**src/rtl/pwm_capture.sv**
```systemverilog
// PWM receiver: measures period and high time in clock ticks and flags loss of signal.
// Define PWM_CAPTURE_GLITCH_FILTER_EN to add a filter_len-deep glitch filter on the input.
module pwm_capture #(
   parameter int clock_freq_hz   = 100_286_000,
   parameter int min_pwm_freq_hz = 50,
`ifdef PWM_CAPTURE_GLITCH_FILTER_EN
   parameter int filter_len      = 4,
`endif
   parameter int counter_width   = $clog2(clock_freq_hz / min_pwm_freq_hz) + 1
) (
   input  logic                     pwm_clk,
   input  logic                     enable,
   input  logic                     pwm_in,
   output logic [counter_width-1:0] period_ticks,
   output logic [counter_width-1:0] high_ticks,
   output logic                     valid,
   output logic                     signal_lost,
   output logic                     level
);

   localparam int timeout_ticks = clock_freq_hz / min_pwm_freq_hz;
   localparam logic [counter_width-1:0] TIMEOUT_VAL = counter_width'(timeout_ticks);

   typedef enum logic [1:0] {S_IDLE, S_HIGH, S_LOW} state_t;

   state_t                   r_state;
   logic                     r_sync1;
   logic                     r_sync2;
   logic                     r_lvlD;
   logic [counter_width-1:0] r_cnt;
   logic [counter_width-1:0] r_hiLat;
   logic [counter_width-1:0] r_periodTicks;
   logic [counter_width-1:0] r_highTicks;
   logic                     r_valid;
   logic                     r_signalLost;
   logic                     w_lvl;
   logic                     w_rise;
   logic                     w_fall;
   logic                     w_timeout;

   always_ff @(posedge pwm_clk or negedge enable) begin
      if (!enable) begin
         r_sync1 <= 1'b0;
         r_sync2 <= 1'b0;
      end else begin
         r_sync1 <= pwm_in;
         r_sync2 <= r_sync1;
      end
   end

`ifdef PWM_CAPTURE_GLITCH_FILTER_EN
   localparam int FCNT_W = $clog2(filter_len) + 1;

   logic              r_lvl;
   logic [FCNT_W-1:0] r_fcnt;

   // The level flips only once the synchronized input has disagreed with it for filter_len cycles in a row.
   always_ff @(posedge pwm_clk or negedge enable) begin
      if (!enable) begin
         r_lvl  <= 1'b0;
         r_fcnt <= '0;
      end else if (r_sync2 == r_lvl) begin
         r_fcnt <= '0;
      end else if (r_fcnt == FCNT_W'(filter_len - 1)) begin
         r_lvl  <= r_sync2;
         r_fcnt <= '0;
      end else begin
         r_fcnt <= r_fcnt + 1'b1;
      end
   end

   assign w_lvl = r_lvl;
`else
   assign w_lvl = r_sync2;
`endif

   assign w_rise    = w_lvl & ~r_lvlD;
   assign w_fall    = ~w_lvl & r_lvlD;
   assign w_timeout = (r_cnt == TIMEOUT_VAL) && !w_rise;
   assign level     = w_lvl;

   always_ff @(posedge pwm_clk or negedge enable) begin
      if (!enable) begin
         r_lvlD <= 1'b0;
         r_cnt  <= '0;
      end else begin
         r_lvlD <= w_lvl;
         if (w_rise) begin
            r_cnt <= counter_width'(1);
         end else if (r_cnt != TIMEOUT_VAL) begin
            r_cnt <= r_cnt + 1'b1;
         end
      end
   end

   // A rise arriving in the same cycle as the timeout is a valid period, so w_timeout already excludes it.
   always_ff @(posedge pwm_clk or negedge enable) begin
      if (!enable) begin
         r_state       <= S_IDLE;
         r_hiLat       <= '0;
         r_periodTicks <= '0;
         r_highTicks   <= '0;
         r_valid       <= 1'b0;
         r_signalLost  <= 1'b0;
      end else begin
         r_valid <= 1'b0;
         case (r_state)
            S_IDLE: begin
               if (w_rise) begin
                  r_state <= S_HIGH;
               end
            end
            S_HIGH: begin
               if (w_timeout) begin
                  r_signalLost  <= 1'b1;
                  r_periodTicks <= '0;
                  r_highTicks   <= '0;
                  r_state       <= S_IDLE;
               end else if (w_fall) begin
                  r_hiLat <= r_cnt;
                  r_state <= S_LOW;
               end
            end
            S_LOW: begin
               if (w_rise) begin
                  r_periodTicks <= r_cnt;
                  r_highTicks   <= r_hiLat;
                  r_valid       <= 1'b1;
                  r_signalLost  <= 1'b0;
                  r_state       <= S_HIGH;
               end else if (w_timeout) begin
                  r_signalLost  <= 1'b1;
                  r_periodTicks <= '0;
                  r_highTicks   <= '0;
                  r_state       <= S_IDLE;
               end
            end
            default: r_state <= S_IDLE;
         endcase
      end
   end

   assign period_ticks = r_periodTicks;
   assign high_ticks   = r_highTicks;
   assign valid        = r_valid;
   assign signal_lost  = r_signalLost;

endmodule

```
**config.mk**
```make
export PLATFORM = sky130hd
export DESIGN_NAME = pwm_capture
export DESIGN_NICKNAME = d
export VERILOG_FILES = /design/src/rtl/pwm_capture.sv
export SDC_FILE = /design/constraint.sdc
export NUM_CORES = 1
export LEC_CHECK = 0
export BUFFER_PORTS_ARGS = -buffer_cell sky130_fd_sc_hd__buf_2
export CAP_MARGIN = 10
export CORE_AREA = 2 2 115 117
export CTS_CLUSTER_DIAMETER = 150
export DETAILED_ROUTE_END_ITERATION = 7
export DIE_AREA = 0 0 117 119
export PLACE_DENSITY_LB_ADDON = 0.15
export REMOVE_ABC_BUFFERS = 1
export SETUP_SLACK_MARGIN = 0.15
export SLEW_MARGIN = 5
export SYNTH_ARGS = -nofsm -noshare
export SYNTH_HDL_FRONTEND = slang
export SYNTH_SLANG_ARGS = --single-unit
export TNS_END_PERCENT = 100
```
**constraint.sdc**
```tcl
create_clock -name pwm_clk -period 3.57 [get_ports pwm_clk]
set_input_delay 0.714 -clock pwm_clk [delete_from_list [all_inputs] [get_ports pwm_clk]]
set_output_delay 0.714 -clock pwm_clk [all_outputs]
set_load 0.05 [all_outputs]
```
==> results of run 1 <==
[report_power, final]
part / internal (mW) / switching (mW) / total [mW]
logic: 0.153 / 0.301 / 0.454
clock network: 0.844 / 0.406 / 1.25
registers: 1.16 / 0.0782 / 1.24
[logic make-up after synthesis]
group	share of synthesized area (%)
AND/OR/NAND/NOR	18.6
flip-flops	54.7
AO/OA/AOI/OAI	10.1
buffers and inverters	5.38
multiplexers	7.68
XOR/XNOR	1.81
adder cells (fa/ha/maj)	1.73
[routing by layer]
metal,vias up,global-route usage [%]
met5,-,0
met4,0,5.07
met3,10,3.26
met2,49,21.8
met1,1507,21.1
li1,1473,-
[path summary, 6_finish.rpt]
kind	slack, ns	cells after the start	end	from
worst max-delay path	1.0	7	period_ticks[1]	r_cnt[0]
worst min-delay path	0.35	0	level	r_sync1
worst max register to register	1.0	7	period_ticks[1]	r_cnt[0]
worst min register to register	0.35	0	level	r_sync1
max in group asynchronous	2.22	2	signal_lost	enable
min in group asynchronous	0.55	1	r_hiLat[2]	enable
[area by class of cell]
class	count	area, um^2	share of cell area, %
clock inverters	6	155	3.07
repair buffers	55	293	5.80
flip-flops and latches	95	2380	47.1
clock buffers	10	239	4.73
inverters	6	22.5	0.446
multi-input cells	281	1740	34.5
well taps	176	220	4.36
[per-stage QoR]
step	worst slack [ns]	utilization [%]
after floorplan	0.359	-
after detailed placement	0.982	36.2
after CTS	0.958	39.2
after global routing	0.726	39.2
final	0.998	39.2
after global placement	1.12	36.2
[state kept, by name, indices dropped and copies added, names as in the netlist]
name and cells:
high_ticks 22, period_ticks 22, signal_lost 1, r_lvlD 1, r_sync1 1, valid 1, r_state 2, r_hiLat 22
r_cnt 22, level 1
[cell usage in the layout (no fill, tap or decap), types with 6 or more instances in the layout]
cell type,netlist,layout
o21ai_0,44,44
clkbuf_16,0,9
inv_1,6,6
nand4_1,11,11
nor2_1,17,17
a21oi_1,11,11
mux2_4,20,20
nand2_1,98,98
buf_4,5,7
o21ai_1,6,6
ha_1,6,6
dfrtp_1,95,95
buf_2,3,48
==> impl_metrics.json, run 1 <==
{
  "status": "completed",
  "drt_iter0_markers": 139,
  "required_ns": 3.78,
  "ys_ff_latch": 95,
  "crit_family": "simple AND/OR/NAND/NOR gates",
  "slew_violations": 0,
  "yosys.area.top_type": "dfrtp_1",
  "cpPeakStageDelay_ns": 0.64,
  "dpl_cell_area_um2": 4660,
  "wl_met3_um": 402,
  "route.vias.total": 3039,
  "cts_root_buffer": "clkbuf_16",
  "ctsHoldBuffers": 0,
  "synthTopCellsByCount": "nand2_1, dfrtp_1, o21ai_0",
  "io_pins": 50,
  "tightest_slew_ns": 1.02,
  "ctsResizeCount": 0,
  "crit_type": "flip-flop to flip-flop",
  "ctsLongestPathBuffers": 2,
  "hold_ws_ns": 0.353,
  "cp.buffers_inverters": 2,
  "finalHoldViolCount": 0,
  "track_usage_pct": 14.7,
  "synth.most_common_cell": "nand2_1",
  "drv_cap": 0,
  "syn_avg_cell_area_um2": 10.5,
  "dp_hpwl_um": 5920,
  "cts_buffers": 9,
  "rsz0062_at_grt": "false",
  "period_minus_slack_ns": 2.57,
  "p_leak_nw": 2.40,
  "end_kind": "flip-flop",
  "clk_latency_ns": 0.34,
  "htree_levels": 3,
  "viasPerCell": 4.83,
  "antenna_found_initial": 0,
  "routed.top_layer": "met4",
  "wirelength_um": 9220,
  "synth_area_leaders": "dfrtp_1, nand2_1, mux2_4",
  "ys_seq_area_share_pct": 54.7,
  "place_inst": 613,
  "syn_area_um2": 4350,
  "wire_per_inst_um": 14.7,
  "die_w_um": 117,
  "startpoint_type": "flip-flop",
  "skew_ns": 0.00524,
  "n_antenna_cell": 0,
  "initial_core_util_pct": 33.8,
  "setup_viol": 0,
  "synthToLayoutAreaGrowth_pct": 16.1,
  "worstPathArrival_ns": 2.78,
  "post-cts-setup-buffers": 0,
  "ir_worst_vdd_mv": 0.277,
  "fillers": 1290,
  "worstPathCellList": "inv_1, ha_1, nor4b_2, nand4_1, nor3_4, buf_4, o22ai_1",
  "gp_congestion": 0.736,
  "clkSlewWorstSetupHoldPaths_ns": 0.06,
  "grt_max_degree": 82,
  "powerDensity_nw_per_um2": 582,
  "dieArea_um2": 13900,
  "grt_pass1_vias": 3078,
  "fin_area_um2": 5050,
  "cpMaxStageDelayCell": "nor3_4",
  "rows": 42,
  "tritoncts": "built",
  "max_slew_margin_pct": 32.0,
  "die_h_um": 119,
  "yosysWarnings": 0,
  "stdcell_count": 629,
  "synth-edff-count": 0,
  "first_pass_iters": 4,
  "nets": 457,
  "ys_types": 47,
  "path_max_fanout": 29,
  "io_buffers": 49,
  "synth_cells": 413,
  "route.layer.met1.wl_um": 4480,
  "min_period_over_period_pct": 72.1,
  "synthArstFlopShare_pct": 100,
  "hp-class": "flip-flop to flip-flop",
  "finalSetupTns_ns": 0,
  "cts_sinks": 95,
  "ant_nets": 0,
  "grt_pass1_wl_um": 16000,
  "core_area_um2": 12900,
  "synth_top_area_share_pct": 54.7,
  "finalPower_mw": 2.94,
  "wl_met2_um": 4200,
  "synth_ff_type": "dfrtp_1",
  "drc": 0,
  "drive_gt1_share_pct": 23.6,
  "timing.fmax_mhz": 389,
  "grt-ovfl-total": 0
}
(Power assumes the default switching activity.)
==> run 2, diff against run 1 <==
- clock period: 3.57 -> 2.17 ns (I/O delays scaled with it)
==> run 2 against run 1 <==
  * Clock-buffer cell count up 4
  * Non-clock buffer count rose by 23
  * Sequential cell count is the same
  * Worst setup slack got worse by 0.80 ns
  * Fmax is 30% higher
  * Hold slack got worse by 0.23 ns
  * Largest power group is now registers
==> impl_metrics.json, run 2 (same netlist as run 1, synthesis figures left out) <==
{
  "required_ns": 2.39,
  "drive_gt1_share_pct": 27.4,
  "ctsHoldBuffers": 0,
  "critPathCapture": "r_hiLat[9]",
  "r2r-end": "r_hiLat[9]",
  "drv_cap": 0,
  "grt_pass1_wl_um": 16300,
  "ctsLongestPathBuffers": 2,
  "finalHoldViolCount": 0,
  "multiInputGateArea_um2": 1770,
  "slew_violations": 0,
  "dp_hpwl_um": 6120,
  "grt_pass1_vias": 3230,
  "grt_max_degree": 96,
  "timing.fmax_mhz": 507,
  "final_cell_mix": "nand2_1, dfrtp_1, buf_2, o21ai_0",
  "io_pins": 50,
  "hold_ws_ns": 0.123,
  "clkSlewWorstSetupHoldPaths_ns": 0.06,
  "min_period_over_period_pct": 90.9,
  "clk_latency_ns": 0.34,
  "gp_congestion": 0.741,
  "initial_core_util_pct": 33.8,
  "ir_worst_vdd_mv": 0.478,
  "route.vias.total": 3132,
  "max_slew_margin_pct": 64.9,
  "wire_per_inst_um": 14.8,
  "cts_sinks": 95,
  "first_pass_iters": 4,
  "track_usage_pct": 15.0,
  "crit_start": "r_cnt[0]",
  "reg2reg_from": "r_cnt[0]",
  "final_common_cell": "nand2_1",
  "reg2reg_depth": 8,
  "powerDensity_nw_per_um2": 831,
  "wirelength_um": 9650,
  "n_antenna_cell": 0,
  "drt_iter0_markers": 157,
  "rows": 42,
  "dpl_cell_area_um2": 4790,
  "fin_area_um2": 5210,
  "path_max_fanout": 5,
  "die_h_um": 119,
  "seqCellArea_um2": 2380,
  "antenna_found_initial": 0,
  "nets": 480,
  "status": "completed",
  "tritoncts": "built",
  "synthToLayoutAreaGrowth_pct": 19.9,
  "worst-r2r-setup-slack_ns": 0.20,
  "cts_root_buffer": "clkbuf_16",
  "rsz0062_at_grt": "true",
  "htree_levels": 3,
  "setup_viol": 0,
  "p_leak_nw": 2.48,
  "skew_ns": 0.00533,
  "hp-class": "primary input to asynchronous set/reset pin",
  "viasPerCell": 4.81,
  "grt-ovfl-total": 0,
  "end_kind": "flip-flop",
  "startpoint_type": "flip-flop",
  "io_buffers": 49,
  "fillers": 1288,
  "drc": 0,
  "core_area_um2": 12900,
  "worstPathArrival_ns": 2.20,
  "dieArea_um2": 13900,
  "ant_nets": 0,
  "crit_type": "flip-flop to flip-flop",
  "cts_buffers": 9,
  "die_w_um": 117,
  "tightest_slew_ns": 0.526,
  "period_minus_slack_ns": 1.97
}
## run 2: changes by cell type in the layout (fill, tap and decap cells not counted), sizes merged
| cell | previous run | this run |
|---|---|---|
| buf | 55 | 77 |
| bufinv | 5 | 0 |
| clkbuf | 10 | 15 |
## run 2: layer usage
metal / global-route usage, % / routed length (um)
met1: 21.5 / 4730
met2: 22.8 / 4450
met3: 3.36 / 368
met4: 3.82 / 104
met5: 0 / 0
## run 2: critical path, cell delays in order, from the launching register on
cell and delay, ns:
dfrtp_1 0.37, inv_2 0.06, ha_1 0.19, nor4b_2 0.16, and4_4 0.22, a211oi_4 0.20
buf_6 0.19, clkbuf_16 0.17, mux2_4 0.29
## run 2: cell type report
class | count | share of cell area, %
clock inverters | 1 | 0.0960
repair buffers | 78 | 10.9
inverters | 6 | 0.432
multi-input cells | 281 | 33.9
flip-flops and latches | 95 | 45.6
well taps | 176 | 4.22
clock buffers | 14 | 4.87
## run 2: metrics by stage
step           setup TNS [ns]  instances  power, mW  utilization (%)  worst slack [ns]
6_report                    0        651       4.33             40.5             0.198
5_1_grt                     0        651       4.56             40.5             0.144
4_1_cts                     0        648       4.36             40.0             0.161
3_5_place_dp                0        628       2.84             37.2            0.0548
3_3_place_gp                0        628       2.82             37.2             0.119
2_1_floorplan          -52.81        382       2.59                -             -1.04
## run 2: where the power goes
| part | switching (mW) | internal [mW] |
|---|---|---|
| clock network | 0.639 | 0.803 |
| logic | 0.535 | 0.332 |
| registers | 0.118 | 1.91 |
| total | 1.29 | 3.04 |
## run 2: timing repair
| item | CTS | global route |
|---|---|---|
| cloned | 2 | 1 |
| endpoints found under the setup margin | 42 | 60 |
| setup buffers | 3 | 2 |
| resized for setup | 6 | 9 |
| pin swaps | 1 | 3 |
## run 2: worst min path at each step
| stage | startpoint | endpoint | slack (ns) | cells past startpoint |
|---|---|---|---|---|
| 2_1_floorplan | enable | high_ticks[0] | 0.14 | 0 |
| 3_3_place_gp | r_sync1 | level | 0.34 | 0 |
| 3_5_place_dp | r_sync1 | level | 0.33 | 0 |
| 4_1_cts | enable | period_ticks[5] | 0.18 | 2 |
| 5_1_grt | enable | valid | 0.19 | 2 |
| 6_report | enable | period_ticks[1] | 0.12 | 2 |
